--- src/rtl/deep_comb_case_driver.sv ---
// Initiator for the mode/op1/op2 case-ALU: registers a command onto the ALU
// operands, captures the result a cycle later and queues it in a show-ahead FIFO.
module deep_comb_case_driver #(
   parameter int unsigned DATA_W = 8,
   parameter int unsigned MODE_W = 4,
   parameter int unsigned DEPTH  = 4,
   parameter int unsigned CNT_W  = 16
) (
   input  logic              clk,
   input  logic              rst,
   input  logic              cmd_valid,
   output logic              cmd_ready,
   input  logic [MODE_W-1:0] cmd_mode,
   input  logic [DATA_W-1:0] cmd_op1,
   input  logic [DATA_W-1:0] cmd_op2,
   output logic [MODE_W-1:0] alu_mode,
   output logic [DATA_W-1:0] alu_op1,
   output logic [DATA_W-1:0] alu_op2,
   input  logic [DATA_W-1:0] alu_result,
   output logic              res_valid,
   input  logic              res_ready,
   output logic [DATA_W-1:0] res_data,
   output logic [MODE_W-1:0] res_mode,
   output logic [CNT_W-1:0]  issued_count,
   output logic [CNT_W-1:0]  dflt_count,
   output logic              busy
);

   localparam int unsigned AW = (DEPTH > 1) ? $clog2(DEPTH) : 1;
   localparam logic [AW:0] DEPTH_C = (AW+1)'(DEPTH);

   typedef enum logic {IDLE, DRIVE} state_t;

   state_t            state_q;
   logic [MODE_W-1:0] alu_mode_q;
   logic [DATA_W-1:0] alu_op1_q;
   logic [DATA_W-1:0] alu_op2_q;

   logic [DATA_W-1:0] data_q [DEPTH];
   logic [MODE_W-1:0] mode_q [DEPTH];
   logic [AW-1:0]     wr_ptr_q;
   logic [AW-1:0]     rd_ptr_q;
   logic [AW:0]       count_q;
   logic [AW:0]       count_d;

   logic [CNT_W-1:0]  issued_q;
   logic [CNT_W-1:0]  dflt_q;

   logic full;
   logic accept;
   logic push;
   logic pop;

   assign full      = (count_q == DEPTH_C);
   assign cmd_ready = (state_q == IDLE) && !full;
   assign accept    = cmd_valid && cmd_ready;
   // The DRIVE cycle always ends in a push; accept gating on !full keeps room for it.
   assign push      = (state_q == DRIVE);
   assign pop       = res_valid && res_ready;

   always_comb begin
      count_d = count_q;
      if (push && !pop)
         count_d = count_q + 1'b1;
      else if (pop && !push)
         count_d = count_q - 1'b1;
   end

   always_ff @(posedge clk or posedge rst) begin
      if (rst) begin
         state_q    <= IDLE;
         alu_mode_q <= '0;
         alu_op1_q  <= '0;
         alu_op2_q  <= '0;
      end else begin
         case (state_q)
            IDLE: begin
               if (accept) begin
                  alu_mode_q <= cmd_mode;
                  alu_op1_q  <= cmd_op1;
                  alu_op2_q  <= cmd_op2;
                  state_q    <= DRIVE;
               end
            end
            DRIVE:   state_q <= IDLE;
            default: state_q <= IDLE;
         endcase
      end
   end

   always_ff @(posedge clk or posedge rst) begin
      if (rst) begin
         for (int i = 0; i < int'(DEPTH); i++) begin
            data_q[i] <= '0;
            mode_q[i] <= '0;
         end
         wr_ptr_q <= '0;
         rd_ptr_q <= '0;
         count_q  <= '0;
      end else begin
         if (push) begin
            data_q[wr_ptr_q] <= alu_result;
            mode_q[wr_ptr_q] <= alu_mode_q;
            wr_ptr_q         <= wr_ptr_q + 1'b1;
         end
         if (pop)
            rd_ptr_q <= rd_ptr_q + 1'b1;
         count_q <= count_d;
      end
   end

   always_ff @(posedge clk or posedge rst) begin
      if (rst) begin
         issued_q <= '0;
         dflt_q   <= '0;
      end else if (push) begin
         if (issued_q != '1)
            issued_q <= issued_q + 1'b1;
         // Modes above 4 take the ALU's default XOR branch.
         if ((alu_mode_q > MODE_W'(4)) && (dflt_q != '1))
            dflt_q <= dflt_q + 1'b1;
      end
   end

   assign alu_mode     = alu_mode_q;
   assign alu_op1      = alu_op1_q;
   assign alu_op2      = alu_op2_q;
   assign res_valid    = (count_q != '0);
   assign res_data     = data_q[rd_ptr_q];
   assign res_mode     = mode_q[rd_ptr_q];
   assign issued_count = issued_q;
   assign dflt_count   = dflt_q;
   assign busy         = (state_q == DRIVE);

endmodule

--- config.mk ---
export PLATFORM = sky130hd
export DESIGN_NAME = deep_comb_case_driver
export DESIGN_NICKNAME = d
export VERILOG_FILES = /design/src/rtl/deep_comb_case_driver.sv
export SDC_FILE = /design/constraint.sdc
export NUM_CORES = 1
export LEC_CHECK = 0
export ABC_AREA = 0
export CAP_MARGIN = 10
export CORE_ASPECT_RATIO = 1.25
export CORE_UTILIZATION = 40
export DETAILED_ROUTE_END_ITERATION = 8
export PLACE_DENSITY = 0.77
export SETUP_SLACK_MARGIN = 0.15
export SLEW_MARGIN = 20
export SYNTH_ARGS = -nofsm -noshare
export SYNTH_HDL_FRONTEND = slang
export SYNTH_SLANG_ARGS = --single-unit
--- constraint.sdc ---
create_clock -name clk -period 8 [get_ports clk]
set_input_delay 1.6 -clock clk [delete_from_list [all_inputs] [get_ports clk]]
set_output_delay 1.6 -clock clk [all_outputs]
set_load 0.005 [all_outputs]
==> results of run 1 <==
==> worst paths after layout <==
check / start / to / slack, ns
worst max register to register: busy / alu_op2[7] / 5.80
min in group asynchronous: rst / data_q[23] / 1.65
max in group asynchronous: rst / mode_q[13] / 5.10
worst min-delay path: dflt_count[15] / dflt_count[15] / 0.50
worst min register to register: dflt_count[15] / dflt_count[15] / 0.50
worst max-delay path: rd_ptr_q[0] / res_mode[3] / 4.08
==> power breakdown <==
part           switching, mW  leakage [nW]  internal, mW
Clock                  0.198         0.126         0.213
Combinational          0.254          1.18         0.577
Sequential             0.201          1.32         0.771
Total                  0.654          2.62          1.56
==> registers in the layout (all words and copies together), names as in the netlist <==
register / count
alu_mode: 4
alu_op1: 8
alu_op2: 8
busy: 1
count_q: 3
data_q: 32
dflt_count: 16
issued_count: 16
mode_q: 16
rd_ptr_q: 2
wr_ptr_q: 2
==> cells by family after synthesis <==
| kind of cell | share of synthesized area |
|---|---|
| fa+ha+maj | 0.0222 |
| buf+inv | 0.0173 |
| mux | 0.230 |
| compound gates | 0.0255 |
| flops | 0.557 |
| simple gates | 0.101 |
| xor+xnor | 0.0470 |
==> per-layer routing <==
layer | vias to the layer above | wire length [µm] | track usage | share of wire
met5 | - | 0 | 0 | 0
met4 | 0 | 198 | 0.0673 | 0.020
met3 | 12 | 492 | 0.0414 | 0.050
met2 | 79 | 4940 | 0.276 | 0.50
met1 | 1568 | 4200 | 0.210 | 0.43
li1 | 1472 | - | - | -
==> stage by stage <==
stage          total power, mW  hold WS, ns  instance area [µm²]  cells
6_report                  2.21        0.500                 6260    614
5_1_grt                   2.36        0.525                 6260    614
4_1_cts                   2.25        0.502                 6260    614
3_5_place_dp              1.83        0.488                 5980    599
3_3_place_gp              1.79        0.471                 5980    599
2_1_floorplan             1.40        0.455                 4850    352
==> Yosys cell counts (5+ instances only) <==
cell	instances	area share
xor2_1	20	0.036
nor2_1	10	0.0077
ha_1	7	0.018
o21ai_0	6	0.0062
nand4_1	10	0.013
a21oi_1	5	0.0052
inv_1	6	0.0046
xnor2_1	6	0.011
mux4_2	12	0.056
buf_2	7	0.0072
nor3_1	9	0.0093
dfrtp_1	108	0.56
mux2_2	75	0.17
nand3_1	9	0.0093
nand2_1	22	0.017
==> critical path, cell delays in order (launching register included) <==
cell and delay, ns:
dfrtp_1 0.92, mux4_2 0.59, clkdlybuf4s50_1 0.47
==> layout make-up <==
class | count | area (µm²)
tap | 161 | 201
inverter | 6 | 25.0
clock inverter | 6 | 51.3
clock buffer | 9 | 225
timing repair buffer | 99 | 988
sequential | 108 | 2700
multi-input combinational | 225 | 2070
fill | 996 | 5460
==> results.sh, run 1 <==
export IMPL_outcome="finished, final reports clean"
export IMPL_grt_overflow=0
export IMPL_dieArea_um2=12600
export IMPL_synthArstFlopShare=1.00
export IMPL_ir_worst_vdd_mv=0.153
export IMPL_mappedNetlistArea_um2=4850
export IMPL_fin_util=0.534
export IMPL_min_period_ns=3.92
export IMPL_finalNetCount=489
export IMPL_ff2ff_path_depth=3
export IMPL_pre_cts_ws_ns=4.40
export IMPL_wirelength_um=9830
export IMPL_clock_sinks=108
export IMPL_ys_ff_latch=108
export IMPL_drv_slew=0
export IMPL_clock_latency_ns=0.34
export IMPL_hold_class="flop to flop"
export IMPL_place_gp_congestion=0.816
export IMPL_synthesis_nets=392
export IMPL_grt_pass1_wl_um=16400
export IMPL_rsz0062_at_grt="false"
export IMPL_relSlewSlack=0.381
export IMPL_grt_max_degree=70
export IMPL_rows=44
export IMPL_ys_seq_area_frac=0.557
export IMPL_finalCritPeriodShare=0.490
export IMPL_holdBufCountCts=0
export IMPL_fmax_ghz=0.255
export IMPL_antenna_found_initial=0
export IMPL_place_hpwl_um=6740
export IMPL_drv_cap=0
export IMPL_required_ns=6.40
export IMPL_antenna_cells=0
export IMPL_ys_flop_type="dfrtp_1"
export IMPL_wire_per_inst_um=16.0
export IMPL_cts_max_path_buffers=2
export IMPL_post_cts_buffers=0
export IMPL_yosys_warnings=0
export IMPL_drt_iter0_drc=111
export IMPL_hold_depth=1
export IMPL_postSynthAreaPerCell_um2=13.8
export IMPL_crit_fanout=14
export IMPL_track_usage=0.167
export IMPL_setup_tns_ns=0
export IMPL_dieWidth_um=100
export IMPL_start_util=0.413
export IMPL_area_growth_pct=29.2
export IMPL_layout_common_cells="108 x dfrtp_1, 98 x clkdlybuf4s50_1, 75 x mux2_2"
export IMPL_drtAntennaViolNets=0
export IMPL_drive_gt1_frac=0.254
export IMPL_final_hold_viol_count=0
export IMPL_setup_violations=0
export IMPL_p_per_area_nw_per_um2=354
export IMPL_fin_ws_ns=4.08
export IMPL_layout_cells_most_common="dfrtp_1"
export IMPL_synth_edf_count=0
export IMPL_vias=3131
export IMPL_cts_tree="built"
export IMPL_ios=99
export IMPL_skew_ns=0.0105
export IMPL_drc=0
export IMPL_drtPass1Iterations=4
export IMPL_design_core_area_um2=11700
export IMPL_synthCells=352
export IMPL_grt_pass1_vias=3373
export IMPL_cp_start_kind="flop"
export IMPL_synth_distinct_cells=41
export IMPL_crit_path_end_kind="output pin"
export IMPL_routed_via_density=5.10
export IMPL_p_leak_nw=2.62
export IMPL_die_h_um=125
export IMPL_crit_type="flop to output pin"
export IMPL_critical_path_arrival_ns=2.32
export IMPL_worstMarginPinSlew_ns=0.928
export IMPL_cts_resized=0
export IMPL_cts_max_level=3
export IMPL_clkSlewWorstSetupHoldPaths_ns=0.07
export IMPL_portBuffers=98
export IMPL_cts_root_buf="clkbuf_16"
export IMPL_cts_buffers=9
Power figures use the tool's default switching activity.
==> inputs of run 2 (changes only) <==
- PLACE_DENSITY: 0.77 -> 0.79
- clock period: 8 -> 3.5 ns (I/O delays scaled with it)
==> run 2 against run 1 <==
Compared with the run above: count of clock-buffer cells in the layout up 2; combinational power up 140%; worst hold slack worse by 0.0040 ns.
==> results.sh, run 2 (synthesis results as in run 1) <==
export IMPL_outcome="finished, final reports clean"
export IMPL_ir_worst_vdd_mv=0.411
export IMPL_place_hpwl_um=6920
export IMPL_cts_tree="built"
export IMPL_cts_buffers=9
export IMPL_finalNetCount=492
export IMPL_crit_type="flop to output pin"
export IMPL_fillCellCount=1011
export IMPL_required_ns=2.80
export IMPL_place_gp_congestion=0.783
export IMPL_cp_start_kind="flop"
export IMPL_power_switching_mw=1.47
export IMPL_slowest_stage="mux4_2"
export IMPL_antenna_cells=0
export IMPL_cts_root_buf="clkbuf_16"
export IMPL_worstMarginPinSlew_ns=0.897
export IMPL_dieArea_um2=12600
export IMPL_p_sw_frac=0.290
export IMPL_wirelength_um=9870
export IMPL_finalCritPeriodShare=0.784
export IMPL_die_h_um=125
export IMPL_setup_violations=0
export IMPL_critical_path_arrival_ns=2.04
export IMPL_drtPass1Iterations=6
export IMPL_holdBufCountCts=0
export IMPL_portBuffers=98
export IMPL_grt_max_degree=41
export IMPL_relSlewSlack=0.402
export IMPL_crit_buf_inv=2
export IMPL_antenna_found_initial=0
export IMPL_p_leak_nw=2.63
export IMPL_cp_top_family="buffers and inverters"
export IMPL_layout_cells_most_common="dfrtp_1"
export IMPL_ios=99
export IMPL_clock_sinks=108
export IMPL_drv_cap=0
export IMPL_drive_gt1_frac=0.255
export IMPL_wire_per_inst_um=16.0
export IMPL_crit_fanout=12
export IMPL_dieWidth_um=100
export IMPL_seq_power_share=0.432
export IMPL_hold_class="flop to flop"
export IMPL_route_met2_wl_um=5160
export IMPL_slowest_delay_ns=0.57
export IMPL_power_frac_comb=0.390
export IMPL_drc=0
export IMPL_vias=3199
export IMPL_fmax_ghz=0.364
export IMPL_grt_overflow=0
export IMPL_top_layer="met4"
export IMPL_skew_ns=0.00601
export IMPL_clock_latency_ns=0.34
export IMPL_drv_slew=0
export IMPL_p_int_mw=3.59
export IMPL_p_clk_frac=0.178
export IMPL_design_core_area_um2=11700
export IMPL_post_cts_buffers=0
export IMPL_min_period_ns=2.74
export IMPL_drt_iter0_drc=115
export IMPL_rows=44
export IMPL_final_hold_viol_count=0
export IMPL_cts_resized=0
export IMPL_setup_tns_ns=0
export IMPL_crit_path_end_kind="output pin"
export IMPL_largest_register_ffs=32
export IMPL_cts_max_level=3
export IMPL_rsz0062_at_grt="false"
export IMPL_largest_register="data_q"
export IMPL_grt_pass1_wl_um=16800
export IMPL_dr_wl_met3_um=540
export IMPL_grt_pass1_vias=3463
export IMPL_p_per_area_nw_per_um2=804
export IMPL_drtAntennaViolNets=0
export IMPL_layout_common_cells="108 x dfrtp_1, 98 x clkdlybuf4s50_1, 75 x mux2_2"
export IMPL_cp_cell_sequence="buf_4 > mux4_2 > clkdlybuf4s50_1"
export IMPL_p_total_mw=5.06
export IMPL_clkSlewWorstSetupHoldPaths_ns=0.06
export IMPL_track_usage=0.171
export IMPL_wl_met1_um=4030
export IMPL_start_util=0.413
export IMPL_routed_via_density=5.19
export IMPL_area_growth_pct=29.7
export IMPL_cts_max_path_buffers=2
run 2: changes by cell type in the layout (fill, tap and decap cells not counted), sizes merged:
cell and delta:
clkbuf +2, clkinvlp -2, clkinv +1, buf +3, inv -2
run 2: worst register-to-register path: stages, from the launching register on:
cell and delay, ns:
dfrtp_1 0.60, a21oi_1 0.28, and2_1 0.75, mux2_2 0.42
run 2: metrics by stage:
| stage | instance area (µm²) | setup WS (ns) | hold WS [ns] | cells | util |
|---|---|---|---|---|---|
| 6_report | 6290 | 0.755 | 0.496 | 616 | 0.536 |
| 4_1_cts | 6290 | 0.717 | 0.499 | 616 | 0.536 |
| 2_1_floorplan | 4850 | 1.37 | 0.455 | 352 | - |
| 5_1_grt | 6290 | 0.664 | 0.514 | 616 | 0.536 |
| 3_5_place_dp | 6030 | 1.03 | 0.486 | 602 | 0.514 |
| 3_3_place_gp | 6030 | 1.09 | 0.471 | 602 | 0.514 |
run 2: power groups by stage:
stage                     registers, mW  logic (mW)  clock network (mW)
after floorplan                    2.07        1.13                   0
after global placement             2.16        1.95                   0
after detailed placement           2.21        2.00                   0
after CTS                          2.19        2.01               0.944
after global routing               2.27        2.14               0.986
final                              2.18        1.97               0.902
run 2: final timing paths:
| path | end | start | depth (start not counted) | slack [ns] |
|---|---|---|---|---|
| worst max-delay path | res_mode[2] | rd_ptr_q[0] | 3 | 0.76 |
| worst min-delay path | count_q[2] | count_q[2] | 1 | 0.50 |
| worst max register to register | alu_op2[1] | busy | 3 | 1.33 |
| worst min register to register | count_q[2] | count_q[2] | 1 | 0.50 |
| max in group asynchronous | mode_q[6] | rst | 3 | 1.95 |
| min in group asynchronous | data_q[23] | rst | 2 | 0.88 |
run 2: layout make-up:
| type | instances | area, µm² | share of cell area |
|---|---|---|---|
| clock buffer | 11 | 243 | 0.0386 |
| clock inverter | 3 | 15.0 | 0.00239 |
| inverter | 6 | 26.3 | 0.00418 |
| multi-input combinational | 225 | 2060 | 0.328 |
| sequential | 108 | 2700 | 0.430 |
| tap | 161 | 201 | 0.0320 |
| timing repair buffer | 102 | 1040 | 0.165 |
run 2: layer usage:
metal / global-route usage / vias to the layer above
li1: - / 1484
met5: 0 / -
met4: 0.0571 / 0
met3: 0.0486 / 7
met1: 0.204 / 1635
met2: 0.295 / 73
